### src/rtl/regfile_pkg.sv
// Shared parameters and types for the pipelined-core register file.
// Contents: XLEN, NREGS, AW, MAX_PEND, PW, SP_INIT, HALT_REG, HALT_CODE,
//           reg_addr_t (register index) and xword_t (data word).
package regfile_pkg;
    localparam int XLEN      = 32;
    localparam int NREGS     = 32;
    localparam int AW        = $clog2(NREGS);
    localparam int MAX_PEND  = 3;
    localparam int PW        = $clog2(MAX_PEND + 1);
    localparam logic [XLEN-1:0] SP_INIT   = 32'h2ffc;
    localparam logic [AW-1:0]   HALT_REG  = AW'(17);
    localparam logic [XLEN-1:0] HALT_CODE = XLEN'(10);

    typedef logic [AW-1:0]   reg_addr_t;
    typedef logic [XLEN-1:0] xword_t;
    typedef logic [PW-1:0]   pend_t;
endpackage

### src/rtl/rf_scoreboard.sv
// Per-register in-flight write counters for the register file.
// Ports:
//   clk, reset        clock, synchronous active-low reset
//   halted            machine halted: issues and writebacks have no effect
//   issue_valid/rd    reservation request from ID; issue_ready = accepted
//   wb_valid/wb_rd    writeback strobe and address from WB
//   rs1, rs2          operand addresses; rs1_busy/rs2_busy lookups
//   halt_busy         busy lookup for the halt-compare register
//   sb_error          sticky: writeback seen while the count was zero
// Build option: REGFILE_BYPASS_EN lets a same-cycle writeback clear busy
// when it retires the last pending write.
import regfile_pkg::*;

module rf_scoreboard (
    input  logic      clk,
    input  logic      reset,
    input  logic      halted,
    input  logic      issue_valid,
    input  reg_addr_t issue_rd,
    output logic      issue_ready,
    input  logic      wb_valid,
    input  reg_addr_t wb_rd,
    input  reg_addr_t rs1,
    input  reg_addr_t rs2,
    output logic      rs1_busy,
    output logic      rs2_busy,
    output logic      halt_busy,
    output logic      sb_error
);
    pend_t pend [NREGS];

    // Writebacks to x0 and writebacks while halted never touch the counters.
    logic wb_eff;
    logic issue_acc;
    assign wb_eff    = wb_valid && (wb_rd != '0) && !halted;
    assign issue_acc = issue_valid && issue_ready && (issue_rd != '0);

    // A full counter can still accept when this cycle's writeback frees a slot.
    assign issue_ready = !halted && ((issue_rd == '0) ||
                         (pend[issue_rd] != pend_t'(MAX_PEND)) ||
                         (wb_eff && (wb_rd == issue_rd)));

    function automatic logic busy_of(input reg_addr_t r);
`ifdef REGFILE_BYPASS_EN
        return (pend[r] != '0) &&
               !((pend[r] == pend_t'(1)) && wb_eff && (wb_rd == r));
`else
        return pend[r] != '0;
`endif
    endfunction

    assign rs1_busy  = busy_of(rs1);
    assign rs2_busy  = busy_of(rs2);
    assign halt_busy = busy_of(HALT_REG);

    always_ff @(posedge clk) begin
        if (!reset) begin
            for (int r = 0; r < NREGS; r++) pend[r] <= '0;
            sb_error <= 1'b0;
        end else begin
            for (int r = 0; r < NREGS; r++) begin
                if (r != 0) begin
                    // Simultaneous issue and retire of the same register cancel.
                    if (issue_acc && (issue_rd == reg_addr_t'(r)) &&
                        !(wb_eff && (wb_rd == reg_addr_t'(r)))) begin
                        pend[r] <= pend[r] + pend_t'(1);
                    end else if (wb_eff && (wb_rd == reg_addr_t'(r)) &&
                                 !(issue_acc && (issue_rd == reg_addr_t'(r)))) begin
                        if (pend[r] != '0) pend[r] <= pend[r] - pend_t'(1);
                        else               sb_error <= 1'b1;
                    end
                end
            end
        end
    end
endmodule

### src/rtl/regfile_sb.sv
// Integer register file with write scoreboard and registered ecall-halt.
// Ports:
//   clk, reset            clock, synchronous active-low reset
//   rs1, rs2              read addresses; rs1_dout/rs2_dout combinational data
//   rs1_busy, rs2_busy    operand has pending writes
//   issue_valid/issue_rd  reserve rd at issue; issue_ready = reservation accepted
//   wb_valid/wb_rd/rd_din writeback from WB stage
//   is_ecall              ecall in ID; is_halted sticky halt flag
//   sb_error              sticky writeback-without-reservation flag
// Build option: REGFILE_BYPASS_EN enables same-cycle write-through on reads,
// busy flags and the halt compare.
import regfile_pkg::*;

module regfile_sb (
    input  logic      clk,
    input  logic      reset,
    input  reg_addr_t rs1,
    input  reg_addr_t rs2,
    output xword_t    rs1_dout,
    output xword_t    rs2_dout,
    output logic      rs1_busy,
    output logic      rs2_busy,
    input  logic      issue_valid,
    input  reg_addr_t issue_rd,
    output logic      issue_ready,
    input  logic      wb_valid,
    input  reg_addr_t wb_rd,
    input  xword_t    rd_din,
    input  logic      is_ecall,
    output logic      is_halted,
    output logic      sb_error
);
    xword_t rf [NREGS];
    logic   halt_busy;
    logic   wb_eff;
    xword_t halt_val;

    assign wb_eff = wb_valid && (wb_rd != '0) && !is_halted;

    rf_scoreboard u_sb (
        .clk         (clk),
        .reset       (reset),
        .halted      (is_halted),
        .issue_valid (issue_valid),
        .issue_rd    (issue_rd),
        .issue_ready (issue_ready),
        .wb_valid    (wb_valid),
        .wb_rd       (wb_rd),
        .rs1         (rs1),
        .rs2         (rs2),
        .rs1_busy    (rs1_busy),
        .rs2_busy    (rs2_busy),
        .halt_busy   (halt_busy),
        .sb_error    (sb_error)
    );

    function automatic xword_t read_port(input reg_addr_t a);
        if (a == '0) return '0;
`ifdef REGFILE_BYPASS_EN
        if (wb_eff && (wb_rd == a)) return rd_din;
`endif
        return rf[a];
    endfunction

    assign rs1_dout = read_port(rs1);
    assign rs2_dout = read_port(rs2);
    assign halt_val = read_port(HALT_REG);

    always_ff @(posedge clk) begin
        if (!reset) begin
            for (int r = 0; r < NREGS; r++) rf[r] <= '0;
            rf[2]     <= SP_INIT;
            is_halted <= 1'b0;
        end else begin
            if (wb_eff) rf[wb_rd] <= rd_din;
            if (is_ecall && !halt_busy && (halt_val == HALT_CODE))
                is_halted <= 1'b1;
        end
    end
endmodule
### config.mk
export PLATFORM = sky130hd
export DESIGN_NAME = regfile_sb
export DESIGN_NICKNAME = d
export VERILOG_FILES = /design/src/rtl/regfile_pkg.sv /design/src/rtl/rf_scoreboard.sv /design/src/rtl/regfile_sb.sv
export SDC_FILE = /design/constraint.sdc
export NUM_CORES = 2
export LEC_CHECK = 0
export BUFFER_PORTS_ARGS = -buffer_cell sky130_fd_sc_hd__buf_2
export CAP_MARGIN = 20
export CORE_MARGIN = 5
export CORE_UTILIZATION = 45
export CTS_BUF_LIST = sky130_fd_sc_hd__clkbuf_8 sky130_fd_sc_hd__clkbuf_16
export DETAILED_ROUTE_END_ITERATION = 8
export PLACE_DENSITY = 0.7
export REMOVE_ABC_BUFFERS = 1
export SYNTH_ARGS = -nofsm -noshare
export SYNTH_HDL_FRONTEND = slang
export SYNTH_HIERARCHICAL = 1
export SYNTH_SLANG_ARGS = --single-unit
### constraint.sdc
create_clock -name clk -period 5.68 [get_ports clk]
set_clock_uncertainty 0.2 [all_clocks]
set_input_delay 1.136 -clock clk [delete_from_list [all_inputs] [get_ports clk]]
set_output_delay 1.136 -clock clk [all_outputs]
set_load 0.01 [all_outputs]
# Word-level counts from Yosys, hierarchy flattened
# Memories as Yosys holds them, arrays and structs flattened.
# Cells that the tools add are included.
[totals]
regBits = 2
ram_bits = 1088
mem_count = 2
wordCells = 856
out_inout_bits = 69
in_bits = 57
[op_classes]
mux = 424
n_reduce_logical = 238
bitwise_logic = 63
n_eq_ne = 65
n_addsub = 62
[memory_table]
columns = ["name", "words", "width", "rd", "rd_clocked_by_memory_dff", "wr", "line_no", "rtl"]
rows = [
  ["rf", 32, 32, 3, 0, 32, "regfile_sb.sv:33", "xword_t rf [NREGS];"],
  ["u_sb.pend", 32, 2, 34, 0, 32, "rf_scoreboard.sv:30", "pend_t pend [NREGS];"],
]
[op_table]
columns = ["operator", "n"]
rows = [
  ["$mux W1", 355],
  ["$mux W32", 6],
  ["$eq A5 B5 Y1 const B", 32],
  ["$logic_and A1 B1 Y1", 132],
  ["$mux W2", 62],
  ["$eq A5 B4 Y1 const B", 16],
  ["$reduce_bool A2 Y1", 34],
  ["$logic_not A1 Y1", 64],
  ["$or A1 B1 Y1", 63],
  ["$add A2 B1 Y2 const B", 31],
  ["$sub A2 B1 Y2 const B", 31],
  ["$eq A5 B3 Y1 const B", 8],
  ["$eq A32 B4 Y1 const B", 1],
  ["$reduce_or A32 Y1", 1],
  ["$eq A5 B2 Y1 const B", 4],
  ["$logic_not A5 Y1", 3],
  ["$eq A5 B1 Y1 const B", 2],
  ["$reduce_bool A5 Y1", 2],
  ["$eq A5 B5 Y1", 1],
  ["$mux W5", 1],
  ["$logic_or A1 B1 Y1", 2],
  ["$ne A2 B2 Y1 const B", 1],
]

# Logic depth before layout (Yosys ltp)
[logic_depth]
ltp_word = 110
ltp_mapped = 13
mapped_depth_nobuf = 9

# Hierarchy
# The synthesis kept the hierarchy.
[by_module_without_submodules]
columns = ["module", "cells_per_inst", "area_per_inst_um2", "instances", "seq_area_each_um2"]
rows = [
  ["regfile_sb", 3538, 54347.1, 1, 30769.5],
  ["rf_scoreboard", 632, 5739.3, 1, 1881.8],
]

# Least setup slack after synthesis
# OpenSTA, ideal clock, no wires.
[synth_path]
path_kind = "input to register"
startpoint = "input port wb_rd[3]"
endpoint = "memory rf[1][0] (netlist name) (enable)"
setup_ps = 466
slack_ps = 759
path_stages = 5
arrival_ps = 4255
required_ps = 5014
path_buffers = 3
path_cell_list = "clkbuf_1 -> or3_1 -> clkbuf_1 -> clkbuf_1 -> o21ai_0"
[synth_rtl]
columns = ["element", "line_no", "rtl"]
rows = [
  ["from (decl)", "regfile_sb.sv:27", "input reg_addr_t wb_rd,"],
  ["to (decl)", "regfile_sb.sv:33", ""],
]

# Worst setup path in the final report
[layout_path]
startpoint = "input port rs2[1]"
endpoint = "output port rs2_dout[14]"
[layout_between]
elab_chain_cells = 3
word_cells_on_any_way = 4
classes_between = "mux: 2; reduce/logical: 1; memory: 1"
[layout_lines]
columns = ["element", "line_no", "rtl"]
rows = [
  ["from (decl)", "regfile_sb.sv:18", "input reg_addr_t rs2,"],
  ["parallel branches: the longest is 2 deep, another holds $mem_v2 Z32 W32", "-", ""],
  ["$mux W32 *", "regfile_sb.sv:62", "return rf[a];"],
  ["to (decl)", "regfile_sb.sv:20", "output xword_t rs2_dout,"],
]
# Mark *: on every way between the ends.

==> flow_metrics.py <==
metrics = {
    "status": {
        "status": "finished with violations",
        "violations": "setup timing",
    },
    "min_path": {
        "hold_class": "reg -> reg",
        "worstHoldStart": "u_sb/pend[4][0]$_SDFFCE_PN0P_",
    },
    "worst_setup_path": {
        "setup.worst_path.start": "rs2[1]",
        "critPathTopFamily": "simple AND/OR/NAND/NOR gates",
        "cp.arrival_ns": 4.38,
        "cp-start-kind": "input port",
        "cp.required_ns": 4.34,
        "criticalPathCategory": "in -> out",
        "max_stage_delay_ns": 0.89,
        "path_cells": "buf_4 -> and2_2 -> buf_4 -> a22o_1 -> a2111oi_0 -> buf_4 -> nor3_1 -> buf_4 -> buf_2",
        "crit_top_cell": "buf_4",
        "critPathSlowestCell": "nor3_1",
        "critPathMaxFanout": 29,
        "crit_path_end_kind": "output port",
        "path_buf_inv": 5,
        "r2r_start": "is_halted$_SDFFE_PN0P_",
    },
    "grt": {
        "grt_remaining_overflow": 0,
        "antenna_found_initial": 5,
        "grt_pass1_wl_microns": 284800,
        "grt_pass1_vias": 40420,
        "grt_start_max_net_pins": 69,
        "track_usage": 0.2766,
    },
    "clock_network": {
        "cts_sinks": 1088,
        "cts-root-buf": "clkbuf_16",
        "clk_path_buf_depth": 3,
        "post_cts_buffers": 0,
        "clk_latency_ns": 0.78,
        "cts_tree": "built",
        "path_clk_slew_ns": 0.06,
        "cts_buffers": 113,
        "htree_levels": 3,
    },
    "yosys": {
        "synth_seq_area_share": 0.5434,
        "synth_top_family_by_area": "multiplexers",
        "syn_avg_cell_area_sq_um": 14.41,
        "synth_xor_area_frac": 0.002624,
        "async_flop_share": 0,
        "yosysUniqueCellTypes": 89,
        "yosys_warnings": 6,
        "ys_ff_latch": 1088,
        "synth_compound_area_frac": 0.05333,
        "synth_flop_cell": "edfxtp_1",
        "netlist_instances": 4170,
        "synth-adder-area-share": 0.0002082,
        "synthMuxAreaShare": 0.2193,
        "synth-simple-area-share": 0.1465,
        "syn_area_sq_um": 60090,
        "synth_edf_count": 1086,
    },
    "timing": {
        "setup_ws_ns": -0.03419,
        "rsz0062_at_grt": "false",
        "fin_setup_tns_ns": -0.04682,
        "fin_hold_ws_ns": 0.4231,
        "max_freq_mhz": 175.0,
        "max_slew_margin": 0.1510,
        "tightest_slew_ns": 1.241,
        "min_period_ns": 5.714,
        "hold_viol_final": 0,
        "finalSetupViolations": 2,
        "period_share": 1.006,
        "slew_viol_final": 0,
    },
    "route": {
        "wl_per_cell_microns": 32.78,
        "ant_nets": 0,
        "drt_iter0_markers": 6118,
        "firstDrtPassIters": 5,
        "routed_via_density": 6.629,
        "wl_microns": 200500,
        "remaining_drc_errors": 0,
        "vias": 40540,
    },
    "finish": {
        "final_common_cell": "edfxtp_1",
        "multi_input_area_sq_um": 25940,
        "fill_cells": 11040,
        "area_growth_pct": 12.52,
        "register_area_sq_um": 32650,
        "final_cell_mix": "edfxtp_1, and2_1, mux4_2",
        "design_area_sq_um": 67610,
        "nNetsFinal": 4313,
        "drive_above_1_share": 0.2665,
    },
    "floorplanning": {
        "die_w_microns": 375.4,
        "std_cell_rows": 134,
        "core_sq_um": 133100,
        "die_h_microns": 375.4,
        "start_util": 0.4514,
        "die-area_sq_um": 140900,
        "io_pins": 126,
    },
    "place": {
        "place.gp.congestion": 0.9450,
        "hpwl_microns": 126500,
        "placed_area_sq_um": 63690,
        "portBuffers": 125,
        "dpl_worst_slack_ns": 0.07471,
    },
    "job": {
        "drv_cap": 0,
    },
    "power": {
        "finalPower_mw": 19.90,
        "leakagePower_nw": 23.37,
        "power.density_nw_per_um2": 294.3,
        "irDropWorstVdd_uv": 286.2,
    },
}
[state kept, by name (all words and copies together) (netlist names)]
signal         cells
rf              1024
u_sb/sb_error      1
u_sb/pend         62
is_halted          1
[final timing paths]
path                                                       to  slack, ns  cells past startpoint
worst min register to register  u_sb/pend[4][0]$_SDFFCE_PN0P_       0.42                      1
worst max register to register        rf[7][24]$_SDFFCE_PN0P_       2.07                      6
worst max-delay path                             rs2_dout[14]      -0.03                      9
worst min-delay path            u_sb/pend[4][0]$_SDFFCE_PN0P_       0.42                      1
[power breakdown]
part	leakage, nW	switching, mW	total, mW	internal (mW)
clock	1.95	3.31	7.76	4.45
combinational	11.0	1.50	2.57	1.07
sequential	10.4	0.279	9.57	9.29
total	23.4	5.09	19.9	14.8
[per-layer routing]
layer / vias up / GRT usage / part of all wire
met4: 0 / 0.1318 / 0.056
li1: 16350 / - / -
met2: 2915 / 0.4355 / 0.46
met1: 20740 / 0.3629 / 0.36
met5: - / 0 / 0
met3: 542 / 0.06831 / 0.12
[through the flow]
stage,utilization,cells
3_3_place_gp,0.4781,5901
3_5_place_dp,0.4785,5904
6_report,0.5079,6116
2_1_floorplan,-,3776
4_1_cts,0.5073,6110
5_1_grt,0.5078,6114
[final cells by class]
cell class,count,share of cell area
Antenna cell,2,0.00007403
Clock buffer,115,0.04257
Clock inverter,91,0.01429
Inverter,13,0.0007218
Multi-Input combinational cell,2676,0.3837
Sequential cell,1088,0.4830
Tap cell,1768,0.03272
Timing Repair Buffer,363,0.04295
[cells in the mapped netlist, types with 12 or more instances]
library cell,count,area (sq um)
edfxtp_1,1086,32610
and2_1,989,6187
mux4_2,491,11060
clkbuf_1,300,1126
mux2i_1,165,1652
nor2_1,134,503.0
o22ai_1,108,675.7
nor3_1,102,510.5
nand2_1,64,240.2
a2111oi_0,62,543.0
a22o_1,54,473.0
buf_2,49,245.2
o21ai_0,44,220.2
a21oi_1,39,195.2
mux2_2,37,416.7
a22oi_1,33,247.7
buf_6,30,337.8
nand2b_1,30,187.7
buf_4,25,187.7
nor2b_1,24,150.1
nand3b_1,23,172.7
nand3_1,22,110.1
or3_1,18,112.6
nor4_1,17,106.4
buf_1,16,60.06
nor3b_1,14,105.1
xor2_1,14,122.6
a211oi_1,12,90.09
inv_1,12,45.04
[cell families after synthesis]
logic type / count (synthesis)
adder cells (fa/ha/maj): 1
AO/OA/AOI/OAI: 439
multiplexers: 695
other: 1
flip-flops: 1088
XOR/XNOR: 18
buffers and inverters: 438
AND/OR/NAND/NOR: 1490
[repair_timing]
action | CTS | global route
endpoints found under the setup margin | 0 | 3
resized for setup | 0 | 1
hold buffers | 0 | 0
Note: power is estimated with default switching activity, not from simulation.
